--- config.mk ---
export PLATFORM = sky130hd
export DESIGN_NAME = cga_palette
export DESIGN_NICKNAME = d
export VERILOG_FILES = /design/src/rtl/cga_palette.sv
export SDC_FILE = /design/constraint.sdc
export NUM_CORES = 1
export LEC_CHECK = 0
export ABC_CLOCK_PERIOD_IN_PS = 1400
export CAP_MARGIN = 10
export CORE_MARGIN = 5
export CORE_UTILIZATION = 35
export CTS_CLUSTER_DIAMETER = 40
export DETAILED_ROUTE_END_ITERATION = 8
export PLACE_DENSITY = 0.89
export SYNTH_ARGS = -nofsm -noshare
export SYNTH_HDL_FRONTEND = slang
export SYNTH_SLANG_ARGS = --single-unit
export TNS_END_PERCENT = 30
--- constraint.sdc ---
create_clock -name clk_i -period 1.4 [get_ports clk_i]
set_input_delay 0.28 -clock clk_i [delete_from_list [all_inputs] [get_ports clk_i]]
set_output_delay 0.28 -clock clk_i [all_outputs]
set_load 0.005 [all_outputs]
--- src/rtl/cga_palette.sv ---
// rtl/cga_palette.sv - pipelined CGA text-mode attribute colorizer with 16-entry palette
//
// Resolves a 4-bit colour index from an 8-bit CGA attribute and a glyph pixel
// bit (with optional attribute blink), then looks it up in a 16-entry palette.
// Two clock latency, one pixel per clock, no stall.
//
// Optional feature macro: CGA_PALETTE_WR_EN
//   defined   - palette is a resettable register array with a write port
//   undefined - palette is a constant ROM; wr_* inputs are ignored
//
// Ports:
//   clk_i       pixel clock
//   rstn_i      asynchronous active-low reset
//   color_i     attribute {bi,br,bg,bb,fi,fr,fg,fb}
//   on_i        glyph pixel on
//   de_i        display enable
//   vsync_i     vertical sync, active-high, synchronous to clk_i
//   blink_en_i  1 = attribute bit 7 is blink flag, 0 = background intensity
//   wr_en_i     palette write strobe
//   wr_addr_i   palette index to write
//   wr_data_i   {r,g,b} value to write
//   red_o       red channel
//   green_o     green channel
//   blue_o      blue channel
//   de_o        display enable aligned with colour outputs
module cga_palette #(
  parameter int RW           = 5,
  parameter int GW           = 6,
  parameter int BW           = 5,
  parameter int BLINK_FRAMES = 16
) (
  input  logic                clk_i,
  input  logic                rstn_i,
  input  logic [7:0]          color_i,
  input  logic                on_i,
  input  logic                de_i,
  input  logic                vsync_i,
  input  logic                blink_en_i,
  input  logic                wr_en_i,
  input  logic [3:0]          wr_addr_i,
  input  logic [RW+GW+BW-1:0] wr_data_i,
  output logic [RW-1:0]       red_o,
  output logic [GW-1:0]       green_o,
  output logic [BW-1:0]       blue_o,
  output logic                de_o
);

  localparam int PW = RW + GW + BW;
  localparam int CW = (BLINK_FRAMES > 1) ? $clog2(BLINK_FRAMES) : 1;
  localparam logic [CW-1:0] CNT_MAX = CW'(BLINK_FRAMES - 1);

  // Default entry k: each channel is its channel bit alternated with the
  // intensity bit, MSB first, truncated to the channel width.
  function automatic logic [PW-1:0] default_entry(input logic [3:0] k);
    logic [RW-1:0] r;
    logic [GW-1:0] g;
    logic [BW-1:0] b;
    for (int j = 0; j < RW; j++) r[RW-1-j] = (j % 2 == 0) ? k[2] : k[3];
    for (int j = 0; j < GW; j++) g[GW-1-j] = (j % 2 == 0) ? k[1] : k[3];
    for (int j = 0; j < BW; j++) b[BW-1-j] = (j % 2 == 0) ? k[0] : k[3];
    return {r, g, b};
  endfunction

  // Stage 1 registers
  logic [7:0]    color_q;
  logic          on_q;
  logic          de_q;
  logic          blink_en_q;

  // Blink state
  logic          vsync_q;
  logic [CW-1:0] blink_cnt_q;
  logic          blink_phase_q;
  logic          vs_rise;

  logic [3:0]    bg_idx;
  logic [3:0]    idx;
  logic [PW-1:0] pal_rd;

  assign vs_rise = vsync_i & ~vsync_q;

  always_ff @(posedge clk_i or negedge rstn_i) begin
    if (!rstn_i) begin
      vsync_q       <= 1'b0;
      blink_cnt_q   <= '0;
      blink_phase_q <= 1'b1;
    end else begin
      vsync_q <= vsync_i;
      if (vs_rise) begin
        if (blink_cnt_q == CNT_MAX) begin
          blink_cnt_q   <= '0;
          blink_phase_q <= ~blink_phase_q;
        end else begin
          blink_cnt_q <= blink_cnt_q + 1'b1;
        end
      end
    end
  end

  always_ff @(posedge clk_i or negedge rstn_i) begin
    if (!rstn_i) begin
      color_q    <= '0;
      on_q       <= 1'b0;
      de_q       <= 1'b0;
      blink_en_q <= 1'b0;
    end else begin
      color_q    <= color_i;
      on_q       <= on_i;
      de_q       <= de_i;
      blink_en_q <= blink_en_i;
    end
  end

  // With blink enabled bit 7 is the blink flag, so the background loses its
  // intensity bit; a blinking foreground shows background during the off phase.
  always_comb begin
    bg_idx = blink_en_q ? {1'b0, color_q[6:4]} : color_q[7:4];
    idx    = bg_idx;
    if (on_q && !(blink_en_q && color_q[7] && !blink_phase_q))
      idx = color_q[3:0];
  end

`ifdef CGA_PALETTE_WR_EN
  logic [PW-1:0] pal_q [16];

  // Read is combinational from the current array, so a same-edge write is
  // not visible to the stage-2 read until the following cycle.
  always_ff @(posedge clk_i or negedge rstn_i) begin
    if (!rstn_i) begin
      for (int k = 0; k < 16; k++) pal_q[k] <= default_entry(4'(k));
    end else if (wr_en_i) begin
      pal_q[wr_addr_i] <= wr_data_i;
    end
  end

  assign pal_rd = pal_q[idx];
`else
  logic unused_wr;
  assign unused_wr = ^{wr_en_i, wr_addr_i, wr_data_i};
  assign pal_rd    = default_entry(idx);
`endif

  // Stage 2
  always_ff @(posedge clk_i or negedge rstn_i) begin
    if (!rstn_i) begin
      red_o   <= '0;
      green_o <= '0;
      blue_o  <= '0;
      de_o    <= 1'b0;
    end else begin
      de_o <= de_q;
      if (de_q) begin
        {red_o, green_o, blue_o} <= pal_rd;
      end else begin
        red_o   <= '0;
        green_o <= '0;
        blue_o  <= '0;
      end
    end
  end

endmodule

==> results of run 1 <==
==> power groups by stage <==
stage | clock network (mW) | registers (mW) | logic (mW)
finish | 0.333 | 0.815 | 0.235
global route | 0.364 | 0.826 | 0.261
CTS | 0.342 | 0.816 | 0.241
detailed placement | 0 | 0.832 | 0.261
global placement | 0 | 0.818 | 0.244
floorplan | 0 | 0.810 | 0.148
==> flip-flops by register name, indices dropped and copies added, names as in the netlist <==
| register | flops |
|---|---|
| on_q | 1 |
| blink_cnt_q | 4 |
| red_o | 2 |
| blue_o | 1 |
| blink_en_q | 1 |
| de_q | 1 |
| color_q | 8 |
| blink_phase_q | 1 |
| de_o | 1 |
| vsync_q | 1 |
| green_o | 1 |
==> final cells by class <==
cell class	count	area share, %
multi-input cells	31	17.3
clock buffers	4	3.26
flip-flops and latches	22	49.6
inverters	1	0.337
repair buffers	32	26.4
well taps	28	3.15
==> logic make-up after synthesis <==
group | after synthesis
flops | 22
compound gates | 8
mux | 3
xor+xnor | 2
buf+inv | 13
simple gates | 17
fa+ha+maj | 1
==> how the worst max path moves through the flow <==
stage                           endpoint      startpoint  slack, ns  cells after the start
final                         green_o[2]        red_o[3]       0.11                      1
after global routing           blue_o[3]        red_o[3]       0.04                      1
after CTS                     green_o[2]        red_o[3]       0.08                      1
after detailed placement  blink_cnt_q[3]         vsync_i      -0.01                      4
after global placement    blink_cnt_q[3]         vsync_i       0.08                      4
after floorplan           blink_cnt_q[3]  blink_cnt_q[0]       0.40                      4
==> repair_timing <==
item | in CTS | in global routing
setup endpoints to repair | 17 | 0
hold buffers | 0 | 0
resized for setup | 17 | 0
endpoints found under the hold margin | 0 | 0
==> metal layers <==
layer / track usage [%] / wire (um)
met5: 0 / 0
met1: 8.36 / 547
met2: 18.1 / 796
met4: 0.971 / 0
met3: 3.51 / 186
==> cells in the mapped netlist (all sizes together) <==
| master | number | area [um2] |
|---|---|---|
| mux2i | 3 | 30.0 |
| xnor2 | 2 | 17.5 |
| a21oi | 2 | 10.0 |
| buf | 12 | 90.1 |
| a311oi | 1 | 8.76 |
| o31ai | 1 | 7.51 |
| dfstp | 1 | 26.3 |
| nand4 | 2 | 12.5 |
| nor2 | 1 | 3.75 |
| nand2b | 1 | 6.26 |
| a21o | 1 | 7.51 |
| inv | 1 | 3.75 |
| o21ai | 2 | 10.0 |
| o21a | 1 | 7.51 |
| nand2 | 11 | 41.3 |
| and2b | 1 | 10.0 |
| dfrtp | 21 | 526 |
| nor3b | 1 | 7.51 |
| ha | 1 | 12.5 |
==> metrics by stage <==
step / cell area [um2] / hold slack [ns] / utilization [%]
6_report: 1110 / 0.224 / 49.4
5_1_grt: 1110 / 0.226 / 49.4
4_1_cts: 1110 / 0.213 / 49.4
3_5_place_dp: 1100 / 0.492 / 48.7
3_3_place_gp: 1100 / 0.480 / 48.7
2_1_floorplan: 838 / -0.0156 / -
==> cells in the final DEF, fill, tap and decap left out, types with 2 or more instances in the layout <==
cell type and count:
sky130_fd_sc_hd__clkbuf_4 3, sky130_fd_sc_hd__clkdlybuf4s50_1 13, sky130_fd_sc_hd__mux2i_1 3, sky130_fd_sc_hd__dlygate4sd2_1 17, sky130_fd_sc_hd__a21oi_1 2, sky130_fd_sc_hd__nand4_1 2
sky130_fd_sc_hd__xnor2_1 2, sky130_fd_sc_hd__dfrtp_1 21, sky130_fd_sc_hd__buf_4 2, sky130_fd_sc_hd__nand2_1 11
==> summary.log, run 1 <==
[floorplanning] number of standard-cell rows in the floorplan 17
[clock_network] Num CTS Buffers 3
[floorplanning] height of the die 58.9 um
[final_layout] fill cell total of the finished layout 230
[power_and_ir_drop] reported net switching power 0.358 mW
[sta] Worst Setup Slack, final 0.110 ns
[logic_synthesis] Mapped Nets 102
[logic_synthesis] portion of the post-synthesis area used by sequential elements 65.8%
[final_layout] final antenna diode count 0
[power_and_ir_drop] sequential share of power 58.9%
[final_layout] ratio of cells with drive above 1 in the final layout 8.89%
[worst_setup_path] RR Endpoint blink_cnt_q[3]
[worst_setup_path] slowest stage cell on the critical path sky130_fd_sc_hd__dfrtp_1
[logic_synthesis] post-synthesis simple-gate area fraction 9.70%
[worst_setup_path] cell class contributing the biggest share of worst-path delay flip-flops
[sta] worst slew pin tran 0.297 ns
[routing] post-route ant nets 0
[sta] setup violators final 0
[clock_network] number of clock sinks 22
[placed_design] PortBufs 30
[floorplanning] Core Region 2250 um2
[final_layout] signed area change from the synthesized netlist to the final layout 32.8%
[worst_setup_path] critical path class reg -> out
[power_and_ir_drop] internal power 1.03 mW
[worst_setup_path] critical path data arrival time 1.01 ns
[floorplanning] boundary pin count 52
[routing] Detailed Routing Iterations Pass 1 2
[routing] wirelength, routed 1530 um
[hold_path] worst min-delay path category in -> async
[logic_synthesis] adder-cell share of the synthesized area 1.49%
[worst_setup_path] maximum single-stage delay on the critical path 0.43 ns
[logic_synthesis] post-synthesis xor/xnor area fraction 2.09%
[clock_network] insertion delay to the later sink of the worst-skew pair 0.30 ns
[floorplanning] starting utilization of the core area 37.2%
[power_and_ir_drop] overall power 1.38 mW
[worst_setup_path] crit path cell chain dlygate4sd2_1
[job] number of max-cap violations 0
[logic_synthesis] Cell variety after synth 20
[routing] DR DRC count 0
[placed_design] placed cell count 114
[routing] via/cell ratio 4.48
[clock_network] number of buffers inserted by post-CTS setup repair 0
[clock_network] CTS Root Buffer Type sky130_fd_sc_hd__clkbuf_4
[worst_setup_path] Required @ worst endpoint 1.12 ns
[global_route] number of global-route vias before repair 557
[sta] total negative slack for setup checks 0 ns
[final_layout] filler-free cell count of the finished design 118
[sta] worst slew margin relative to its limit 80.1%
[final_layout] Seq. cell area 552 um2
[placed_design] half-perimeter wire length after placement 1270 um
[sta] largest clock skew in the final design 0.00708 ns
[logic_synthesis] YS warnings 0
[power_and_ir_drop] leakage power total 0.549 nW
[logic_synthesis] proportion of synthesized area in mux cells 3.58%
[global_route] first-pass GRT wire length 2370 um
[clock_network] deepest level of the CTS H-tree 1
[sta] highest clock rate 775 MHz
[sta] share of the clock period used by the worst path 92.1%
[sta] final max-slew violation count 0
[global_route] total overflow reported by the global router 0
[logic_synthesis] number of instances in the synthesized netlist 66
[placed_design] setup slack after placement -0.0128 ns
[clock_network] clock tree from TritonCTS done
[global_route] maximum number of pins on one net before global-route repair 13
[routing] number of DRC markers after the initial detailed-route iteration 7
[placed_design] Placer Congestion 0.645
[worst_setup_path] worst path buffer plus inverter count 1
[sta] setup repair after global routing missed its margin false
[worst_setup_path] number of cells on the worst reg-to-reg path 4
[worst_setup_path] crit start category flip-flop
[final_layout] Multi-input gate area 193 um2
[logic_synthesis] Compound-Gate Fraction of Synth Area 6.12%
[clock_network] CTS clk-pin slew, worst paths 0.11 ns
[power_and_ir_drop] share of total power consumed by net switching 25.8%
[worst_setup_path] type of element capturing the critical path output port
[logic_synthesis] flop and latch count out of synthesis 22
[logic_synthesis] summed instance area of the synthesized netlist 838 um2
[status] outcome complete, no violations
[logic_synthesis] Post-Synthesis Mean Instance Area 12.7 um2
[power_and_ir_drop] Cell Pwr Density 1240 nW/um2
[global_route] overall fraction of global-route tracks in use 8.90%
[floorplanning] area of the die 3470 um2
[power_and_ir_drop] Worst IR Drop VDD 0.000624 V
[power_and_ir_drop] clock power share 24.1%
[logic_synthesis] largest family of logic cells by synthesized area buffers and inverters
[worst_setup_path] critical path fanouts, max 7
[clock_network] maximum clock path buffer count 2
[worst_setup_path] Reg2Reg Setup Slack 0.23 ns
[routing] WL per Instance 13.0 um
[sta] post-layout minimum cycle time 1.29 ns
[floorplanning] Die Wd 58.9 um
[routing] via total after detailed routing 529
[global_route] number of antenna violations at the first check in global routing 0
[sta] Final Hold Violating Endpoints 0
[worst_setup_path] Critical R2R Launch blink_cnt_q[0]
[final_layout] net total in the final layout 127
[power_and_ir_drop] part of the total power dissipated in combinational logic 17.0%
(Power assumes the default switching activity.)
==> inputs of run 2 (changes only) <==
- ABC_AREA: unset -> 1
- CORE_UTILIZATION: 35 -> 36
- CTS_CLUSTER_SIZE: unset -> 8
==> summary.log, run 2 <==
[status] outcome complete, no violations
[clock_network] deepest level of the CTS H-tree 1 [unchanged]
[routing] WL per Instance 11.6 um [-11%]
[worst_setup_path] worst path buffer plus inverter count 1 [unchanged]
[final_layout] ratio of cells with drive above 1 in the final layout 10.7% [+1.8 points]
[floorplanning] area of the die 3520 um2 [+1.3%]
[final_layout] Multi-input gate area 191 um2 [-0.65%]
[logic_synthesis] cell type contributing the most total cell area after synthesis sky130_fd_sc_hd__dfrtp_1
[sta] Final Hold Violating Endpoints 0 [unchanged]
[global_route] first-pass GRT wire length 2530 um [+6.7%]
[logic_synthesis] portion of the post-synthesis area used by sequential elements 63.0% [-2.8 points]
[power_and_ir_drop] Worst IR Drop VDD 0.00103 V [+66%]
[worst_setup_path] worst setup path startpoint red_o[3]
[logic_synthesis] top cells by area in the synthesized netlist sky130_fd_sc_hd__dfrtp_1 60%, sky130_fd_sc_hd__buf_4 10%, sky130_fd_sc_hd__inv_1 4.3%, sky130_fd_sc_hd__nand2_1 4.3%, sky130_fd_sc_hd__nand3_1 3.4%
[logic_synthesis] Post-Synthesis Mean Instance Area 10.9 um2 [-14%]
[sta] worst slew pin tran 0.223 ns [-0.0737 ns]
[worst_setup_path] crit path cell chain dlygate4sd2_1
[routing] Detailed Routing Iterations Pass 1 4 [+2]
[power_and_ir_drop] Cell Pwr Density 1300 nW/um2 [+4.4%]
[placed_design] PortBufs 30 [unchanged]
[logic_synthesis] number of instances in the synthesized netlist 80 [+21%]
[final_layout] largest registers color_q (8), blink_cnt_q (4), red_o (2)
[logic_synthesis] flop and latch count out of synthesis 22 [unchanged]
[worst_setup_path] critical path class reg -> out
[clock_network] Post-CTS Hold Fix Bufs 0 [unchanged]
[floorplanning] boundary pin count 52 [unchanged]
[worst_setup_path] critical path data arrival time 1.03 ns [+0.02 ns]
[floorplanning] Die Wd 59.3 um [+0.65%]
[worst_setup_path] crit start category flip-flop
[clock_network] clock tree from TritonCTS done
[global_route] maximum number of pins on one net before global-route repair 14 [+1]
[final_layout] final antenna diode count 0 [unchanged]
[final_layout] most common cell after layout, fill and taps aside sky130_fd_sc_hd__dfrtp_1
[logic_synthesis] top cell type's share of synthesized area 60.0% [-2.7 points]
[clock_network] Num CTS Buffers 3 [unchanged]
[worst_setup_path] Critical R2R Launch blink_cnt_q[1]
[routing] number of DRC markers after the initial detailed-route iteration 13 [+6]
[final_layout] top library cells by usage in the layout, fill and taps aside 21 x sky130_fd_sc_hd__dfrtp_1, 17 x sky130_fd_sc_hd__dlygate4sd2_1, 13 x sky130_fd_sc_hd__clkdlybuf4s50_1
[logic_synthesis] summed instance area of the synthesized netlist 876 um2 [+4.5%]
[global_route] GR Layer Usage met2 18.4% [+0.27 points]
[worst_setup_path] critical path fanouts, max 7 [unchanged]
[logic_synthesis] number of flops mapped to enable cells by yosys 0 [unchanged]
[clock_network] CTS clk-pin slew, worst paths 0.12 ns [about the same]
[logic_synthesis] async set-or-reset flop fraction in the synthesized netlist 100% [unchanged]
[power_and_ir_drop] leakage power total 0.597 nW [+8.8%]
[worst_setup_path] RR Endpoint blink_cnt_q[3]
[floorplanning] height of the die 59.3 um [+0.65%]
[logic_synthesis] primary flip-flop cell chosen by synthesis mapping sky130_fd_sc_hd__dfrtp_1
[final_layout] Seq. cell area 552 um2 [unchanged]
[routing] wirelength, routed 1520 um [-0.85%]
[worst_setup_path] number of cells on the worst reg-to-reg path 6 [+2]
[floorplanning] number of standard-cell rows in the floorplan 17 [unchanged]
[sta] share of the clock period used by the worst path 93.7% [+1.6 points]
[final_layout] fin util 51.1% [+1.7 points]
[logic_synthesis] Cell variety after synth 17 [-15%]
[clock_network] maximum clock path buffer count 2 [unchanged]
[sta] worst slew margin relative to its limit 85.1% [+5.0 points]
[sta] final max-slew violation count 0 [unchanged]
[final_layout] net total in the final layout 140 [+10%]
[worst_setup_path] cell class contributing the biggest share of worst-path delay flip-flops
[worst_setup_path] Reg2Reg Setup Slack 0.36 ns [+0.13 ns]
[worst_setup_path] maximum single-stage delay on the critical path 0.44 ns [about the same]
[floorplanning] Core Region 2280 um2 [+0.94%]
[floorplanning] starting utilization of the core area 38.5% [+1.3 points]
[logic_synthesis] most frequent cells after synthesis 21 x sky130_fd_sc_hd__dfrtp_1, 12 x sky130_fd_sc_hd__buf_4, 10 x sky130_fd_sc_hd__inv_1, 10 x sky130_fd_sc_hd__nand2_1, 6 x sky130_fd_sc_hd__nand3_1
[global_route] M3 GR Usage 5.45% [+1.9 points]
[logic_synthesis] Mapped Nets 116 [+14%]
[clock_network] CTS Root Buffer Type sky130_fd_sc_hd__clkbuf_4
[worst_setup_path] type of element capturing the critical path output port
[hold_path] worst min-delay path category in -> async
[routing] via total after detailed routing 576 [+8.9%]
[logic_synthesis] most common cell in the netlist sky130_fd_sc_hd__dfrtp_1
[global_route] overall fraction of global-route tracks in use 9.66% [+0.76 points]
[worst_setup_path] slowest stage cell on the critical path sky130_fd_sc_hd__dfrtp_1
[global_route] met1 GRT Util 8.73% [+0.38 points]
[final_layout] fill cell total of the finished layout 210 [-8.7%]
[worst_setup_path] Required @ worst endpoint 1.12 ns [about the same]
[routing] post-route ant nets 0 [unchanged]
[routing] via/cell ratio 4.40 [-1.9%]
[clock_network] insertion delay to the later sink of the worst-skew pair 0.31 ns [about the same]
[worst_setup_path] number of cells on the critical path 1 [unchanged]
[sta] post-layout minimum cycle time 1.31 ns [+0.0224 ns]
[placed_design] setup slack after placement 0.0500 ns [+0.0627 ns]
[placed_design] Placer Congestion 0.706 [+9.5%]
[placed_design] half-perimeter wire length after placement 1260 um [-0.90%]
[global_route] total overflow reported by the global router 0 [unchanged]
[sta] setup repair after global routing missed its margin false
[clock_network] number of clock sinks 22 [unchanged]
[logic_synthesis] YS warnings 0 [unchanged]
[final_layout] Top reg by flops color_q
[job] number of max-cap violations 0 [unchanged]
[routing] DR DRC count 0 [unchanged]
[global_route] GRT Max-Usage Layer met2
[global_route] number of global-route vias before repair 601 [+7.9%]
[sta] Worst Setup Slack, final 0.0878 ns [-0.0224 ns]
[final_layout] signed area change from the synthesized netlist to the final layout 32.7% [about the same]
[global_route] number of antenna violations at the first check in global routing 0 [unchanged]
[sta] highest clock rate 762 MHz [-1.7%]
[sta] setup violators final 0 [unchanged]
[sta] Worst Hold Margin 0.267 ns [+0.0434 ns]
[sta] largest clock skew in the final design 0.00723 ns [+0.000149 ns]
[final_layout] number of flip-flops under the largest register name 8 [unchanged]
-- run 2: how the worst max path moves through the flow --
stage / endpoint
after floorplan: blink_cnt_q[3]
after global placement: blink_cnt_q[2]
after detailed placement: blink_cnt_q[2]
after CTS: green_o[4]
after global routing: blue_o[3]
final: green_o[4]
-- run 2: report_power, final --
part | internal [mW] | total, mW | switching (mW)
registers | 0.724 | 0.794 | 0.0694
logic | 0.127 | 0.234 | 0.107
clock network | 0.290 | 0.480 | 0.190
-- run 2: cell type report --
class	count	share of cell area, %
Clock inverter	1	2.58
Inverter	10	3.23
Sequential cell	22	47.5
Tap cell	28	3.01
Multi-Input combinational cell	35	16.5
Timing Repair Buffer	32	25.3
Clock buffer	3	1.94
-- run 2: kinds of logic after synthesis --
family / Yosys count / synth area share (%)
xor gates and xnor gates: 2 / 2.00
AOI/OAI and AO/OA: 6 / 3.43
DFF: 22 / 63.0
buffers and inverters: 23 / 15.1
adders and majority gates: 1 / 1.43
and+or+nand+nor: 26 / 15.0
-- run 2: timing repair --
item                       CTS  global route
pin swaps                    0             0
setup endpoints to repair   17             3
gates resized for setup     17             0
buffers inserted             1             0
cloned                       0             0
-- run 2: per-stage QoR --
step | cell area (um2) | instances | setup TNS, ns | total power [mW]
after global routing | 1160 | 131 | 0 | 1.59
final | 1160 | 131 | 0 | 1.51
after global placement | 1130 | 127 | 0 | 1.05
after floorplan | 876 | 80 | 0 | 0.944
after detailed placement | 1130 | 127 | 0 | 1.07
after CTS | 1170 | 132 | -0.0943 | 1.53
-- run 2: layer usage --
metal	vias to the layer above	part of all wire (%)
li1	278	-
met1	270	34
met2	28	53
met3	0	13
met4	0	0
met5	-	0
==> inputs of run 3 (changes only) <==
- MAX_ROUTING_LAYER: unset -> met4
==> summary.log, run 3 (synthesized netlist as in run 2, its figures left out) <==
[status] outcome complete, no violations
[clock_network] insertion delay to the later sink of the worst-skew pair 0.31 ns [about the same]
[sta] setup repair after global routing missed its margin false
[floorplanning] height of the die 59.3 um [unchanged]
[sta] share of the clock period used by the worst path 93.7% [about the same]
[routing] post-route ant nets 0 [unchanged]
[placed_design] half-perimeter wire length after placement 1260 um [unchanged]
[floorplanning] starting utilization of the core area 38.5% [unchanged]
[floorplanning] area of the die 3520 um2 [unchanged]
[floorplanning] Core Region 2280 um2 [unchanged]
[job] number of max-cap violations 0 [unchanged]
[sta] highest clock rate 762 MHz [unchanged]
[worst_setup_path] critical path class reg -> out
[power_and_ir_drop] share of total power consumed by net switching 24.3% [about the same]
[sta] Final Hold Violating Endpoints 0 [unchanged]
[routing] via total after detailed routing 576 [unchanged]
[worst_setup_path] critical path data arrival time 1.03 ns [about the same]
[placed_design] placed cell count 127 [unchanged]
[power_and_ir_drop] sequential share of power 52.7% [about the same]
[power_and_ir_drop] overall power 1.51 mW [about the same]
[global_route] total overflow reported by the global router 0 [unchanged]
[sta] setup violators final 0 [unchanged]
[clock_network] maximum clock path buffer count 2 [unchanged]
[global_route] overall fraction of global-route tracks in use 9.94% [+0.28 points]
[routing] DR DRC count 0 [unchanged]
[power_and_ir_drop] Worst IR Drop VDD 0.00103 V [-0.15%]
[power_and_ir_drop] Cell Pwr Density 1300 nW/um2 [about the same]
[placed_design] setup slack after placement 0.0500 ns [unchanged]
[final_layout] number of flip-flops under the largest register name 8 [unchanged]
[placed_design] PortBufs 30 [unchanged]
[floorplanning] number of standard-cell rows in the floorplan 17 [unchanged]
[global_route] first-pass GRT wire length 2530 um [unchanged]
[global_route] maximum number of pins on one net before global-route repair 14 [unchanged]
[sta] final max-slew violation count 0 [unchanged]
[global_route] number of global-route vias before repair 596 [-0.83%]
[hold_path] worst min-delay path category in -> async
[routing] via/cell ratio 4.40 [unchanged]
[final_layout] filler-free cell count of the finished design 131 [unchanged]
[power_and_ir_drop] internal power 1.14 mW [about the same]
[sta] largest clock skew in the final design 0.00754 ns [+0.000311 ns]
[power_and_ir_drop] leakage power total 0.597 nW [unchanged]
[routing] Detailed Routing Iterations Pass 1 4 [unchanged]
[final_layout] signed area change from the synthesized netlist to the final layout 32.7% [unchanged]
[final_layout] net total in the final layout 140 [unchanged]
[worst_setup_path] critical path fanouts, max 7 [unchanged]
[final_layout] ratio of cells with drive above 1 in the final layout 10.7% [unchanged]
[routing] WL per Instance 11.5 um [-0.20%]
[floorplanning] boundary pin count 52 [unchanged]
[final_layout] final antenna diode count 0 [unchanged]
[worst_setup_path] type of element capturing the critical path output port
[final_layout] largest registers color_q (8), blink_cnt_q (4), red_o (2)
[routing] met2 WL post-DR 811 um [unchanged]
[clock_network] number of clock sinks 22 [unchanged]
[worst_setup_path] crit start category flip-flop
[sta] post-layout minimum cycle time 1.31 ns [-0.000000200 ns]
[worst_setup_path] worst path buffer plus inverter count 1 [unchanged]
[worst_setup_path] maximum single-stage delay on the critical path 0.44 ns [about the same]
[sta] Worst Hold Margin 0.267 ns [-0.000127 ns]
[worst_setup_path] crit path cell chain dlygate4sd2_1
[routing] number of DRC markers after the initial detailed-route iteration 13 [unchanged]
[sta] worst slew pin tran 0.223 ns [-0.000149 ns]
[sta] total negative slack for setup checks 0 ns [unchanged]
[clock_network] CTS clk-pin slew, worst paths 0.12 ns [about the same]
[worst_setup_path] slowest stage cell on the critical path sky130_fd_sc_hd__dfrtp_1
[clock_network] CTS Root Buffer Type sky130_fd_sc_hd__clkbuf_4
[clock_network] Num CTS Buffers 3 [unchanged]
[power_and_ir_drop] reported net switching power 0.365 mW [-0.10%]
[final_layout] Top reg by flops color_q
[power_and_ir_drop] part of the total power dissipated in combinational logic 15.5% [about the same]
[routing] top layer in use met3
[sta] Worst Setup Slack, final 0.0878 ns [+0.000000200 ns]
[final_layout] most common cell after layout, fill and taps aside sky130_fd_sc_hd__dfrtp_1
[floorplanning] Die Wd 59.3 um [unchanged]
[global_route] number of antenna violations at the first check in global routing 0 [unchanged]
[worst_setup_path] cell class contributing the biggest share of worst-path delay flip-flops
[routing] detailed-routing wirelength on met1 522 um [+1.8%]
[routing] wirelength, routed 1510 um [-0.20%]
[power_and_ir_drop] clock power share 31.8% [about the same]
[final_layout] top library cells by usage in the layout, fill and taps aside 21 x sky130_fd_sc_hd__dfrtp_1, 17 x sky130_fd_sc_hd__dlygate4sd2_1, 13 x sky130_fd_sc_hd__clkdlybuf4s50_1
[clock_network] deepest level of the CTS H-tree 1 [unchanged]
[worst_setup_path] Required @ worst endpoint 1.12 ns [about the same]
[clock_network] clock tree from TritonCTS done
[placed_design] Placer Congestion 0.714 [+1.1%]
[sta] worst slew margin relative to its limit 85.1% [about the same]
[routing] met3 wire length 178 um [-6.8%]
run 3: cell counts in the layout (fill, tap and decap cells not counted):
No cell type changed its count.
run 3: layout make-up:
type	instances	area, um2
Sequential cell	22	552
Inverter	10	37.5
Timing Repair Buffer	32	294
Tap cell	28	35.0
Fill cell	210	1110
Multi-Input combinational cell	35	191
Clock buffer	3	22.5
Clock inverter	1	30.0
run 3: per-stage QoR:
step	cell area [um2]	utilization (%)
after floorplan	876	-
after global placement	1130	49.7
after detailed placement	1130	49.7
after CTS	1170	51.4
after global routing	1160	51.1
final	1160	51.1
run 3: worst paths after layout:
| check | depth (start not counted) | start | slack [ns] | to |
|---|---|---|---|---|
| min | 2 | rstn_i | 0.27 | color_q[5] |
| max in group asynchronous | 2 | rstn_i | 0.87 | blink_phase_q |
| min in group clk_i | 1 | color_i[5] | 0.39 | color_q[5] |
| max | 1 | red_o[3] | 0.09 | green_o[4] |
| max reg2reg | 6 | blink_cnt_q[1] | 0.36 | blink_cnt_q[3] |
| min reg2reg | 0 | de_q | 0.47 | de_o |
run 3: repair_timing:
action / in CTS / in global routing
buffers inserted: 1 / 0
endpoints found under the setup margin: 17 / 3
hold buffers: 0 / 0
hold endpoints to repair: 0 / 0
gates resized for setup: 17 / 0
run 3: per-layer routing:
metal / vias to the layer above / track usage, %
met5: - / -
met4: 0 / 1.94
met3: 0 / 5.01
met2: 28 / 18.4
met1: 270 / 9.00
li1: 278 / -
run 3: power groups by stage:
| stage | Clock [mW] | Combinational (mW) | Sequential, mW |
|---|---|---|---|
| after global routing | 0.517 | 0.261 | 0.808 |
| after CTS | 0.490 | 0.242 | 0.794 |
| final | 0.479 | 0.234 | 0.794 |
| after global placement | 0 | 0.247 | 0.800 |
| after detailed placement | 0 | 0.263 | 0.808 |
| after floorplan | 0 | 0.151 | 0.792 |
